**src/rtl/pipeline_ctrl.sv**
```systemverilog
// Pipeline control sequencer for the 5-stage RISC-V core: carries decode controls
// through ID/EX, EX/MEM and MEM/WB, resolves hazards and counts stall/flush events.
module pipeline_ctrl #(
  parameter int REG_ADDR_W = 5,
  parameter int ALU_CTRL_W = 3,
  parameter int CNT_W      = 16
) (
  input  logic                  clk,
  input  logic                  rst_n,
  input  logic                  RegWriteD,
  input  logic [1:0]            ResultSrcD,
  input  logic                  MemWriteD,
  input  logic                  JumpD,
  input  logic                  BranchD,
  input  logic                  ALUSrcD,
  input  logic [ALU_CTRL_W-1:0] ALUControlD,
  input  logic [REG_ADDR_W-1:0] Rs1D,
  input  logic [REG_ADDR_W-1:0] Rs2D,
  input  logic [REG_ADDR_W-1:0] RdD,
  input  logic                  ZeroE,
  output logic                  RegWriteE,
  output logic                  MemWriteE,
  output logic                  ALUSrcE,
  output logic [ALU_CTRL_W-1:0] ALUControlE,
  output logic                  RegWriteM,
  output logic                  MemWriteM,
  output logic [1:0]            ResultSrcW,
  output logic                  RegWriteW,
  output logic [REG_ADDR_W-1:0] RdW,
  output logic                  PCSrcE,
  output logic                  StallF,
  output logic                  StallD,
  output logic                  FlushD,
  output logic                  FlushE,
  output logic [1:0]            ForwardAE,
  output logic [1:0]            ForwardBE,
  output logic [CNT_W-1:0]      StallCount,
  output logic [CNT_W-1:0]      FlushCount
);

  localparam logic [1:0] RES_LOAD = 2'b01;
  localparam logic [1:0] FWD_RF   = 2'b00;
  localparam logic [1:0] FWD_WB   = 2'b01;
  localparam logic [1:0] FWD_MEM  = 2'b10;

  typedef struct packed {
    logic                  reg_write;
    logic [1:0]            result_src;
    logic                  mem_write;
    logic                  jump;
    logic                  branch;
    logic                  alu_src;
    logic [ALU_CTRL_W-1:0] alu_control;
    logic [REG_ADDR_W-1:0] rs1;
    logic [REG_ADDR_W-1:0] rs2;
    logic [REG_ADDR_W-1:0] rd;
  } idex_t;

  idex_t                 d_word;
  idex_t                 e_q;
  logic                  reg_write_m, mem_write_m;
  logic [1:0]            result_src_m;
  logic [REG_ADDR_W-1:0] rd_m;
  logic                  reg_write_w;
  logic [1:0]            result_src_w;
  logic [REG_ADDR_W-1:0] rd_w;
  logic                  lw_stall;

  always_comb begin
    d_word = '{reg_write:   RegWriteD,
               result_src:  ResultSrcD,
               mem_write:   MemWriteD,
               jump:        JumpD,
               branch:      BranchD,
               alu_src:     ALUSrcD,
               alu_control: ALUControlD,
               rs1:         Rs1D,
               rs2:         Rs2D,
               rd:          RdD};
  end

  // Hazard detection; x0 as a destination never stalls.
  assign PCSrcE   = (e_q.branch & ZeroE) | e_q.jump;
  assign lw_stall = (e_q.result_src == RES_LOAD) && (e_q.rd != '0) &&
                    ((Rs1D == e_q.rd) || (Rs2D == e_q.rd));
  assign StallF   = lw_stall & ~PCSrcE;
  assign StallD   = StallF;
  assign FlushD   = PCSrcE;
  assign FlushE   = lw_stall | PCSrcE;

  function automatic logic [1:0] fwd_sel(
    input logic [REG_ADDR_W-1:0] rs,
    input logic                  wr_m,
    input logic [REG_ADDR_W-1:0] dst_m,
    input logic                  wr_w,
    input logic [REG_ADDR_W-1:0] dst_w
  );
    if (wr_m && dst_m != '0 && rs == dst_m)      return FWD_MEM;
    else if (wr_w && dst_w != '0 && rs == dst_w) return FWD_WB;
    else                                         return FWD_RF;
  endfunction

  assign ForwardAE = fwd_sel(e_q.rs1, reg_write_m, rd_m, reg_write_w, rd_w);
  assign ForwardBE = fwd_sel(e_q.rs2, reg_write_m, rd_m, reg_write_w, rd_w);

  // A stall needs no ID/EX enable: FlushE is always asserted with it, so a
  // bubble enters EX while the front end holds the instruction in D.
  always_ff @(posedge clk or negedge rst_n) begin
    // NOTE: sequential state uses non-blocking assignments so every register
    // samples pre-edge values regardless of process ordering.
    if (!rst_n)      e_q <= '0;
    else if (FlushE) e_q <= '0;
    else             e_q <= d_word;
  end

  always_ff @(posedge clk or negedge rst_n) begin
    if (!rst_n) begin
      reg_write_m  <= 1'b0;
      result_src_m <= '0;
      mem_write_m  <= 1'b0;
      rd_m         <= '0;
      reg_write_w  <= 1'b0;
      result_src_w <= '0;
      rd_w         <= '0;
    end else begin
      reg_write_m  <= e_q.reg_write;
      result_src_m <= e_q.result_src;
      mem_write_m  <= e_q.mem_write;
      rd_m         <= e_q.rd;
      reg_write_w  <= reg_write_m;
      result_src_w <= result_src_m;
      rd_w         <= rd_m;
    end
  end

  always_ff @(posedge clk or negedge rst_n) begin
    if (!rst_n) begin
      StallCount <= '0;
      FlushCount <= '0;
    end else begin
      if (StallF && StallCount != '1) StallCount <= StallCount + CNT_W'(1);
      if (FlushD && FlushCount != '1) FlushCount <= FlushCount + CNT_W'(1);
    end
  end

  assign RegWriteE   = e_q.reg_write;
  assign MemWriteE   = e_q.mem_write;
  assign ALUSrcE     = e_q.alu_src;
  assign ALUControlE = e_q.alu_control;
  assign RegWriteM   = reg_write_m;
  assign MemWriteM   = mem_write_m;
  assign ResultSrcW  = result_src_w;
  assign RegWriteW   = reg_write_w;
  assign RdW         = rd_w;

endmodule

```
**config.mk**
```make
export PLATFORM = sky130hd
export DESIGN_NAME = pipeline_ctrl
export DESIGN_NICKNAME = d
export VERILOG_FILES = /design/src/rtl/pipeline_ctrl.sv
export SDC_FILE = /design/constraint.sdc
export NUM_CORES = 1
export LEC_CHECK = 0
export CAP_MARGIN = 30
export CELL_PAD_IN_SITES_DETAIL_PLACEMENT = 0
export CELL_PAD_IN_SITES_GLOBAL_PLACEMENT = 1
export CORE_MARGIN = 4
export CORE_UTILIZATION = 35
export CTS_CLUSTER_SIZE = 14
export DETAILED_ROUTE_END_ITERATION = 8
export PLACE_DENSITY = 0.74
export SYNTH_ARGS = -nofsm -noshare
export SYNTH_HDL_FRONTEND = slang
export SYNTH_SLANG_ARGS = --single-unit
```
**constraint.sdc**
```tcl
create_clock -name clk -period 3.9 [get_ports clk]
set_input_delay 0.78 -clock clk [delete_from_list [all_inputs] [get_ports clk]]
set_output_delay 0.78 -clock clk [all_outputs]
set_load 0.005 [all_outputs]
```
==> flow_metrics.tcl <==
set metrics [dict create \
    status "completed" \
    hpwl_um 5240 \
    drt_iter0_drc 80 \
    cpMaxStageDelayCell "clkdlybuf4s50_1" \
    drtPass1Iterations 4 \
    cap_violations 0 \
    hold_class "reg2reg" \
    num_rows 34 \
    grt_pass1_vias 2398 \
    ys_ff_latch 74 \
    numCtsBuffers 9 \
    clock_latency_ns 0.35 \
    yosys_warnings 0 \
    antenna_found_initial 0 \
    ys_top_cells_by_area "dfrtp_1 (58%), xor2_1 (9.8%), and2_1 (5.3%)" \
    crit_start "ZeroE" \
    r2r.worst_path.cells 7 \
    clock_path_buffers 2 \
    whs_ns 0.354 \
    multi_input_area_sq_um 1280 \
    cp-start-kind "input pin" \
    hold_buffers 0 \
    max_freq_mhz 282 \
    path_cells "clkdlybuf4s50_1 -> a21oi_4 -> inv_2 -> or3_1 -> o32a_2 -> nor2_1 -> clkdlybuf4s50_1" \
    ir_drop_uv 309 \
    tns_ns 0 \
    seq_area_sq_um 1850 \
    critPathRequiredTime_ns 3.12 \
    crit_top_cell "clkdlybuf4s50_1" \
    post-cts-setup-buffers 0 \
    r2r_end "StallCount[14]$_DFFE_PN0P_" \
    place_congestion 0.758 \
    finalInstanceArea_sq_um 4380 \
    drt_wl_total_um 7180 \
    portBuffers 84 \
    htree_levels 3 \
    hold_start "result_src_m[0]$_DFF_PN0_" \
    core_area_sq_um 8810 \
    vias 2313 \
    synthXorXnorAreaFrac_pct 15.0 \
    wire_per_inst_um 15.1 \
    hold_viol 0 \
    worstPathMaxFanout 7 \
    die_x_um 104 \
    synth_top_cell_area_share_pct 57.7 \
    grt_start_max_net_pins 75 \
    synthAdderAreaFrac_pct 0.780 \
    n_fill_cell 818 \
    synth_top_family_by_area "simple AND/OR/NAND/NOR gates" \
    antenna_cells 0 \
    synth_area_per_cell_sq_um 11.8 \
    io_pins 85 \
    syn_area_sq_um 3210 \
    synth_nets 301 \
    synthCells 271 \
    via_per_inst 4.87 \
    max_slew_margin_pct 59.2 \
    r2r_slack_ns 1.62 \
    cts_tree "built" \
    drv_slew 0 \
    arrival_ns 2.77 \
    synth-simple-area-share_pct 18.7 \
    yosysUniqueCellTypes 35 \
    end_kind "output pin" \
    worst_pin_slew_ns 0.608 \
    finalSetupViolCount 0 \
    finalCritPeriodShare_pct 90.9 \
    globalRoute.totalOverflow 0 \
    track_usage_pct 13.7 \
    path_clk_slew_ns 0.08 \
    final_nets 392 \
    critPathKind "in2out" \
    synth_area_leader_cell "dfrtp_1" \
    cts_resized 0 \
    timing.rr.start "e_q[19]$_DFF_PN0_" \
    area_growth_pct 36.4 \
    drive_above_1_share_pct 8.17 \
    ctsRootBufferMaster "clkbuf_8" \
    rsz0062_at_grt "false" \
    die_h_um 104 \
    endpoint "StallD" \
    synth_compound_area_share_pct 4.13 \
    initial_core_util_pct 36.4 \
    skew_ns 0.0114 \
    ant_nets 0 \
    ys_seq_area_share_pct 57.7 \
    finalCriticalPeriod_ns 3.55 \
    clock-sinks 74 \
    placed_cell_area_sq_um 4150 \
    slowest_delay_ns 0.52 \
    pwr_density_cell_nw_per_um2 447 \
    grt_pass1_wl_um 11900 \
    synthMuxAreaShare_pct 1.40 \
    drcViolationCount 0 \
    p_leak_nw 1.92 \
    die_area_sq_um 10800 \
]
kinds of logic (layout without fill, tap and decap cells):
logic type / count (synthesis) / count (layout)
AOI/OAI and AO/OA: 17 / 17
xor gates and xnor gates: 55 / 55
adders and majority gates: 2 / 2
buffers and inverters: 12 / 108
DFF: 74 / 74
muxes: 4 / 4
and+or+nand+nor: 107 / 107
worst min path at each step:
stage	cells after the start	end	slack, ns
finish	0	ResultSrcW[0]$_DFF_PN0_	0.35
global route	0	ResultSrcW[0]$_DFF_PN0_	0.36
CTS	0	ResultSrcW[0]$_DFF_PN0_	0.36
detailed placement	0	ResultSrcW[0]$_DFF_PN0_	0.34
global placement	0	ResultSrcW[0]$_DFF_PN0_	0.34
floorplan	0	ResultSrcW[0]$_DFF_PN0_	0.33
critical path, delay by kind of cell:
kind                   cells  cell delay, ns
buffers and inverters      3            1.06
AOI/OAI and AO/OA          2            0.43
and+or+nand+nor            2            0.50
cells in the mapped netlist (all sizes together):
master and n:
a21oi 6, a311oi 1, a31oi 1, and2 27, and3 3, and4 4
buf 6, clkbuf 2, dfrtp 74, ha 2, inv 4, mux2 4
nand2 16, nand2b 2, nand3 10, nand4 7, nor2 10, nor2b 2
nor3 8, nor4 11, nor4b 1, o2111ai 2, o21a 1, o21ai 3
o21bai 1, o32a 2, or3 1, or4 5, xnor2 19, xor2 36
stage by stage:
step | utilization (%) | cells | setup WS, ns | power (mW)
2_1_floorplan | - | 271 | 1.09 | 1.13
3_3_place_gp | 47.1 | 458 | 0.362 | 1.36
3_5_place_dp | 47.1 | 458 | 0.331 | 1.37
4_1_cts | 49.4 | 474 | 0.326 | 1.97
5_1_grt | 49.7 | 475 | 0.247 | 2.05
6_report | 49.7 | 475 | 0.354 | 1.95
sequential cells by signal, summed over array words and instances, names as in the netlist:
register      cells
MemWriteE         1
result_src_m      2
MemWriteM         1
ALUSrcE           1
StallCount       16
rd_m              5
ALUControlE       3
e_q              19
ResultSrcW        2
FlushCount       16
RegWriteE         1
RdW               5
RegWriteW         1
RegWriteM         1
power breakdown:
part / switching, mW / total [mW] / internal, mW / leakage [nW]
clock: 0.298 / 0.598 / 0.300 / 0.0962
combinational: 0.155 / 0.395 / 0.240 / 0.870
sequential: 0.104 / 0.961 / 0.857 / 0.958
layout make-up:
type                       count  share of cell area (%)
timing repair buffer          88                    20.3
inverter                       4                   0.343
multi-input combinational    185                    29.4
clock buffer                   9                    2.83
sequential                    74                    42.3
tap                          108                    3.09
clock inverter                 7                    1.74
per-layer routing:
metal | share of wire [%] | GRT usage, % | up-vias | routed length (um)
li1 | - | - | 1107 | -
met1 | 45 | 17.0 | 1132 | 3230
met2 | 48 | 22.2 | 61 | 3430
met3 | 5.2 | 3.98 | 13 | 373
met4 | 1.9 | 6.36 | 0 | 138
met5 | 0 | 0 | - | 0
layout by cell type, fill, tap and decap left out, types with 3 or more instances in the layout:
master	netlist	final
a21oi_1	5	5
and2_1	27	27
and3_1	3	3
and4_1	4	4
buf_4	5	4
clkbuf_8	0	9
clkdlybuf4s50_1	0	83
dfrtp_1	74	74
inv_1	3	3
mux2_2	4	4
nand2_1	16	16
nand3_1	10	10
nand4_1	7	7
nor2_1	10	10
nor3_1	8	8
nor4_1	11	11
or4_1	5	5
xnor2_1	19	19
xor2_1	36	36
(Power assumes the default switching activity.)
